File: config.mk
export PLATFORM = sky130hd
export DESIGN_NAME = hazard_scoreboard_ctrl
export DESIGN_NICKNAME = d
export VERILOG_FILES = /design/src/rtl/hazard_scoreboard_ctrl.sv
export SDC_FILE = /design/constraint.sdc
export NUM_CORES = 1
export LEC_CHECK = 0
export ABC_CLOCK_PERIOD_IN_PS = 3750
export CORE_UTILIZATION = 45
export CTS_CLUSTER_DIAMETER = 100
export DETAILED_ROUTE_END_ITERATION = 6
export PLACE_DENSITY_LB_ADDON = 0.15
export SLEW_MARGIN = 25
export SYNTH_ARGS = -nofsm -noshare
export SYNTH_HDL_FRONTEND = slang
export SYNTH_SLANG_ARGS = --single-unit
export TNS_END_PERCENT = 5
File: constraint.sdc
create_clock -name clk -period 3.75 [get_ports clk]
set_clock_uncertainty 0.2 [all_clocks]
set_input_delay 0.75 -clock clk [delete_from_list [all_inputs] [get_ports clk]]
set_output_delay 0.75 -clock clk [all_outputs]
set_load 0.02 [all_outputs]
File: src/rtl/hazard_scoreboard_ctrl.sv
// hazard_scoreboard_ctrl: ID->EX issue control with per-register pending-write scoreboard,
// RAW/saturation stalls, fence draining and a fixed post-redirect squash window.
module hazard_scoreboard_ctrl #(
   parameter int CNT_W        = 2,
   parameter int FLUSH_CYCLES = 2
) (
   input  logic        clk,
   input  logic        rst_n,
   input  logic        id_valid,
   input  logic [4:0]  id_rs1_idx,
   input  logic [4:0]  id_rs2_idx,
   input  logic [4:0]  id_rd_idx,
   input  logic        id_uses_rs1,
   input  logic        id_uses_rs2,
   input  logic        id_writes_rd,
   input  logic        id_is_fence,
   input  logic        wb_valid,
   input  logic [4:0]  wb_rd_idx,
   input  logic        flush_i,
   output logic        id_ready,
   output logic        issue_fire,
   output logic        stall_raw,
   output logic [31:0] pending_mask,
   output logic        sb_empty,
   output logic        err_underflow,
   output logic [1:0]  state_o
);
   typedef enum logic [1:0] {RUN = 2'd0, DRAIN = 2'd1, FLUSH = 2'd2} state_t;
   localparam int FC_W = $clog2(FLUSH_CYCLES + 1);

   state_t                    r_state, w_next;
   logic [FC_W-1:0]           r_fcnt, w_fcnt_next;
   logic [31:0][CNT_W-1:0]    r_cnt;
   logic                      r_err;
   logic [31:0]               w_inc, w_dec, w_pend;
   logic                      w_raw, w_sat;

   // Hazards look only at registered counters: a release becomes visible the cycle after wb.
   assign w_raw = (id_uses_rs1 & id_rs1_idx != 5'd0 & r_cnt[id_rs1_idx] != '0)
                | (id_uses_rs2 & id_rs2_idx != 5'd0 & r_cnt[id_rs2_idx] != '0);
   assign w_sat = id_writes_rd & id_rd_idx != 5'd0 & r_cnt[id_rd_idx] == '1;

   assign id_ready      = rst_n & r_state == RUN & !flush_i & !w_raw & !w_sat
                        & !(id_is_fence & !sb_empty);
   assign issue_fire    = id_valid & id_ready;
   assign stall_raw     = id_valid & (w_raw | w_sat);
   assign pending_mask  = w_pend;
   assign sb_empty      = ~|w_pend;
   assign err_underflow = r_err;
   assign state_o       = r_state;

   assign w_inc = (issue_fire & id_writes_rd & id_rd_idx != 5'd0) ? 32'd1 << id_rd_idx : '0;
   assign w_dec = (wb_valid & wb_rd_idx != 5'd0 & r_cnt[wb_rd_idx] != '0) ? 32'd1 << wb_rd_idx : '0;

   always_comb begin
      w_pend = '0;
      for (int r = 1; r < 32; r++) w_pend[r] = |r_cnt[r];
   end

   always_ff @(posedge clk or negedge rst_n) begin
      if (!rst_n) begin
         r_cnt <= '0;
         r_err <= 1'b0;
      end else begin
         for (int r = 1; r < 32; r++) begin
            if (w_inc[r] & !w_dec[r]) r_cnt[r] <= r_cnt[r] + 1'b1;
            else if (!w_inc[r] & w_dec[r]) r_cnt[r] <= r_cnt[r] - 1'b1;
         end
         if (wb_valid & wb_rd_idx != 5'd0 & r_cnt[wb_rd_idx] == '0) r_err <= 1'b1;
      end
   end

   always_comb begin
      w_next      = RUN;
      w_fcnt_next = r_fcnt;
      if (flush_i) begin
         w_next      = FLUSH;
         w_fcnt_next = FC_W'(FLUSH_CYCLES);
      end else begin
         case (r_state)
            RUN:     w_next = (id_valid & id_is_fence & !sb_empty) ? DRAIN : RUN;
            DRAIN:   w_next = sb_empty ? RUN : DRAIN;
            FLUSH: begin
               w_next      = (r_fcnt <= FC_W'(1)) ? RUN : FLUSH;
               w_fcnt_next = r_fcnt - 1'b1;
            end
            default: w_next = RUN;
         endcase
      end
   end

   always_ff @(posedge clk or negedge rst_n) begin
      if (!rst_n) begin
         r_state <= RUN;
         r_fcnt  <= '0;
      end else begin
         r_state <= w_next;
         r_fcnt  <= w_fcnt_next;
      end
   end
endmodule

==> metrics.yaml, run 1 <==
timing.final.crit_share_pct: 99.0
cts_tree: "done"
finalMaxSlewViolations: 0
worstSkewPairLatency_ns: 0.34
synthFlopType: "dfrtp_1"
num_vias: 5470
path_clk_slew_ns: 0.05
synth_area_leaders: "dfrtp_1 (29%), xor2_1 (9.4%), ha_1 (7.0%)"
syn-cell-area_um2: 5760
hp-class: "flop to flop"
wl_per_cell_um: 21.0
fillers: 1113
fin_crit_ns: 3.71
ys_seq_area_share_pct: 29.1
grt_pass1_wl_um: 30100
place_inst: 915
dieArea_um2: 13200
clock_path_buffers: 2
avgSynthCellArea_um2: 9.44
grt_pass1_vias: 5367
finalPower_uw: 5080
start_util_pct: 46.9
finalHoldViolCount: 0
num_rows: 40
multi_input_area_um2: 3730
ys_warn_count: 2
p_leak_uw: 0.00346
die_y_um: 115
cap_viol_max_count: 0
synthesis.nets: 671
synth_top_area_cell: "dfrtp_1"
grt-ovfl-total: 0
regArea_um2: 1680
dr.pass1.iters: 5
hpwl_um: 15300
synth.distinct_cells: 65
root_buffer: "clkbuf_16"
grt_setup_unrepaired: "yes"
synth_seq_cells: 67
nNetsFinal: 821
cp_slowest_cell: "clkdlybuf4s50_1"
outcome: "finished, final reports clean"
synth-async-reset-ratio_pct: 100
relSlewSlack_pct: 39.2
tightestPinTransition_ns: 0.912
synth_common_cells: "dfrtp_1 (67), nor2_1 (67), xor2_1 (62), nand2_1 (36), nand4_1 (36)"
setup_viol: 0
antenna_found_initial: 1
crit_type: "primary input to output pin"
crit_arrival_ns: 2.76
ir_worst_vdd_uv: 384
place_congestion: 0.965
synth_edf_count: 0
drtAntennaViolNets: 0
final_cells: 931
dieWidth_um: 115
synth.top_cell.area_share_pct: 29.1
drt_iter0_markers: 534
layout_setup_ws_ns: 0.0371
track_usage_pct: 31.0
startpoint_type: "primary input"
crit_path_end_kind: "output pin"
port_buffers: 66
path_cells: "clkdlybuf4s50_1, inv_2, buf_4, a311o_1, o22ai_1, o21ai_1, a32o_2, nor3_1, buf_2"
critPathMaxStageDelay_ns: 0.49
cp_data_required_time_ns: 2.80
area_growth_pct: 29.4
synth_cells: 610
dp_slack_ns: -0.643
cp_max_fo: 4
antennaDiodeCount: 0
cellPowerDensity_nw_per_um2: 683
cts_sinks: 67
cts_buffers: 9
drc: 0
boundaryPins: 68
clock.fmax_mhz: 269
drive_above_1_share_pct: 24.9
grt_max_degree: 68
post-route-util_pct: 60.7
htreeDepth: 3
totalWireLength_um: 19600
core_um2: 12300
via_per_inst: 5.88
flip-flops by register name, summed over array words and instances, names as in the netlist:
register and cells:
r_cnt 62, r_fcnt 2, state_o 2, err_underflow 1
report_power, final:
group | internal [uW] | leakage [uW] | total [uW] | switching, uW
clock | 475 | 0.000131 | 790 | 315
combinational | 1360 | 0.00247 | 2970 | 1610
sequential | 1020 | 0.000860 | 1320 | 301
total | 2860 | 0.00346 | 5080 | 2230
worst paths after layout:
check / start / endpoint / slack, ns / depth (start not counted)
setup / recovery: id_rs1_idx[0] / issue_fire / 0.04 / 9
hold / removal: state_o[1] / state_o[0] / 0.29 / 1
setup reg to reg: r_cnt[6] / r_cnt[25] / 0.20 / 11
hold reg to reg: state_o[1] / state_o[0] / 0.29 / 1
max in group asynchronous: rst_n / r_cnt[25] / 2.23 / 2
min in group asynchronous: rst_n / r_cnt[55] / 0.52 / 2
metrics by stage:
stage,cell area [um2],setup TNS (ns),hold WS (ns)
2_1_floorplan,5760,0,0.254
3_3_place_gp,7150,-24.00,0.274
3_5_place_dp,7150,-27.53,0.281
4_1_cts,7430,0,0.295
5_1_grt,7450,-0.00812,0.320
6_report,7450,0,0.294
worst max-delay path: cells and delay by family:
| kind | cells | cell delay (ns) |
|---|---|---|
| AOI/OAI and AO/OA | 4 | 0.92 |
| buffers and inverters | 4 | 0.90 |
| and+or+nand+nor | 1 | 0.17 |
per-layer routing:
metal / up-vias / wire length (um) / global-route usage (%)
met1: 2606 / 8470 / 42.2
met3: 60 / 1650 / 6.48
met4: 2 / 719 / 12.6
met2: 293 / 8730 / 48.0
li1: 2509 / - / -
met5: - / 13 / 0
kinds of logic after synthesis:
kind of cell             synth area share (%)
multiplexers                             7.22
flip-flops                               29.1
XOR/XNOR                                 14.3
AND/OR/NAND/NOR                          27.5
other                                  0.0652
buffers and inverters                    6.76
AO/OA/AOI/OAI                            8.07
adder cells (fa/ha/maj)                  6.96
cell type report:
type	count	share of cell area, %
clock buffer	12	3.44
clock inverter	2	0.168
inverter	28	1.41
multi-input combinational	481	50.0
sequential	67	22.5
tap	168	2.82
timing repair buffer	173	19.6
layout by cell type (no fill, tap or decap), types with 18 or more instances in the layout:
| cell | count |
|---|---|
| clkdlybuf4s50_1 | 54 |
| dfrtp_1 | 67 |
| nand3_1 | 18 |
| nand2_1 | 36 |
| inv_1 | 24 |
| nand4_1 | 36 |
| xnor2_1 | 32 |
| nor3_2 | 30 |
| buf_4 | 104 |
| ha_1 | 32 |
| xor2_1 | 62 |
| nor2_1 | 66 |
what timing repair did:
item | in CTS | in global routing
resized for setup | 27 | 12
pin swaps | 3 | 2
buffers inserted | 2 | 0
endpoints found under the setup margin | 55 | 15
hold buffers | 0 | 0
(Power assumes the default switching activity.)
==> run 2: changes to the inputs <==
Settings changed: ABC_CLOCK_PERIOD_IN_PS 3750 to 3540.
Clock period 3.75 ns to 3.54 ns, I/O delays scaled along.
==> metrics.yaml, run 2 (same netlist as run 1, synthesis figures left out) <==
cp_data_required_time_ns: 2.63  # -0.17 ns
grt_max_degree: 68  # unchanged
p_leak_uw: 0.00376  # +8.7%
outcome: "finished, final reports clean"
regMostFlops: "r_cnt"
htreeDepth: 3  # unchanged
startpoint_type: "primary input"
num_vias: 5753  # +5.2%
cp_max_fo: 4  # unchanged
relSlewSlack_pct: 41.0  # +1.8 points
place_congestion: 0.973  # +0.86%
track_usage_pct: 32.8  # +1.8 points
cts_tree: "done"
antennaDiodeCount: 0  # unchanged
dieWidth_um: 115  # unchanged
core_um2: 12300  # unchanged
totalWireLength_um: 20600  # +5.4%
crit_type: "primary input to output pin"
clock_path_buffers: 2  # unchanged
start_util_pct: 46.9  # unchanged
dr.pass1.iters: 5  # unchanged
post-route-util_pct: 64.7  # +3.9 points
cts_buffers: 9  # unchanged
cap_viol_max_count: 0  # unchanged
setup_viol: 0  # unchanged
final_common_cell: "buf_4"
area_growth_pct: 37.8
cts_hold_buffers: 0  # unchanged
met1_usage_pct: 42.0  # -0.25 points
cts_sinks: 67  # unchanged
dieArea_um2: 13200  # unchanged
grt_pass1_wl_um: 32000  # +6.2%
port_buffers: 66  # unchanged
path_clk_slew_ns: 0.06  # about the same
grt-ovfl-total: 0  # unchanged
ir_worst_vdd_uv: 568  # +48%
antenna_found_initial: 0  # -1
finalMaxSlewViolations: 0  # unchanged
dp_slack_ns: -0.704  # -0.0606 ns
drt_iter0_markers: 434  # -19%
grt-busiest-layer: "met2"
fin_crit_ns: 3.48
multi_input_area_um2: 3810  # +2.3%
layout_setup_ws_ns: 0.0556  # +0.0185 ns
grtUsageMet2_pct: 53.5  # +5.5 points
drtAntennaViolNets: 0  # unchanged
hpwl_um: 16200  # +5.2%
crit_arrival_ns: 2.58  # -0.18 ns
worstSkewPairLatency_ns: 0.34  # about the same
drive_above_1_share_pct: 32.6  # +7.7 points
grt_pass1_vias: 5821  # +8.5%
boundaryPins: 68  # unchanged
wl_per_cell_um: 21.0  # -0.22%
nNetsFinal: 871  # +6.1%
finalHoldViolCount: 0  # unchanged
via_per_inst: 5.85  # -0.39%
largest_register_ff_count: 62  # unchanged
grt_setup_unrepaired: "no"
timing.final.crit_share_pct: 98.4
die_y_um: 115  # unchanged
clock.fmax_mhz: 287
fillers: 1048  # -5.8%
root_buffer: "clkbuf_16"
met3_usage_pct: 6.01  # -0.47 points
cellPowerDensity_nw_per_um2: 738  # +8.1%
finalPower_uw: 5850  # +15%
hp-class: "flop to flop"
drc: 0  # unchanged
regArea_um2: 1680  # unchanged
crit_path_end_kind: "output pin"
num_rows: 40  # unchanged
tightestPinTransition_ns: 0.885  # -0.0271 ns
final_cell_mix: "buf_4 (152), dfrtp_1 (67), nor2_1 (66)"
-- run 2: cell types whose count changed in the layout (fill, tap and decap cells not counted), sizes merged, moves of 2 or more --
| cell | previous run | this run |
|---|---|---|
| buf | 111 | 161 |
| clkdlybuf4s50 | 54 | 50 |
| clkinv | 3 | 6 |
| clkbuf | 13 | 15 |
-- run 2: repair_timing --
item,in CTS,in global routing
gates resized for setup,49,24
pin swaps,5,6
cloned,0,1
setup endpoints to repair,66,35
setup buffers,1,4
-- run 2: routing by layer --
| layer | part of all wire [%] | routed length, um |
|---|---|---|
| met5 | 0 | 0 |
| met4 | 4.3 | 879 |
| met3 | 6.5 | 1350 |
| met2 | 47 | 9690 |
| met1 | 42 | 8710 |
-- run 2: power by group --
| group | total (uW) | internal [uW] | leakage [uW] | switching [uW] |
|---|---|---|---|---|
| clock | 895 | 542 | 0.000141 | 353 |
| sequential | 1340 | 1080 | 0.000860 | 261 |
| combinational | 3610 | 1760 | 0.00276 | 1850 |
| total | 5850 | 3390 | 0.00376 | 2460 |
-- run 2: worst max-delay path, stage by stage --
cell and delay [ns]:
clkdlybuf4s50_1 0.50, or2b_2 0.38, a21oi_1 0.20, nor4_1 0.08, buf_4 0.14, o221ai_4 0.23
o21a_1 0.17, buf_2 0.16
-- run 2: worst paths after layout --
path                       cells past startpoint  slack [ns]    endpoint          from
setup / recovery                               8        0.06   stall_raw  id_rd_idx[3]
hold / removal                                 1        0.29  state_o[0]    state_o[1]
setup reg to reg                              13        0.17   r_cnt[25]     r_cnt[21]
hold reg to reg                                1        0.29  state_o[0]    state_o[1]
max in group asynchronous                      2        2.13   r_cnt[51]         rst_n
min in group asynchronous                      2        0.45   r_cnt[42]         rst_n
-- run 2: stage by stage --
stage          hold slack, ns  cells  instance area [um2]  TNS, ns
3_3_place_gp            0.261    961                 7520   -30.43
5_1_grt                 0.311    983                 7930        0
4_1_cts                 0.290    978                 7870        0
3_5_place_dp            0.281    961                 7520   -32.62
2_1_floorplan           0.212    610                 5770        0
6_report                0.291    983                 7930        0
-- run 2: cell type report --
| class | count | share of cell area (%) |
|---|---|---|
| clock buffer | 9 | 2.84 |
| clock inverter | 7 | 0.868 |
| inverter | 28 | 1.36 |
| multi-input combinational | 481 | 48.1 |
| sequential | 67 | 21.1 |
| tap | 168 | 2.65 |
| timing repair buffer | 223 | 23.0 |
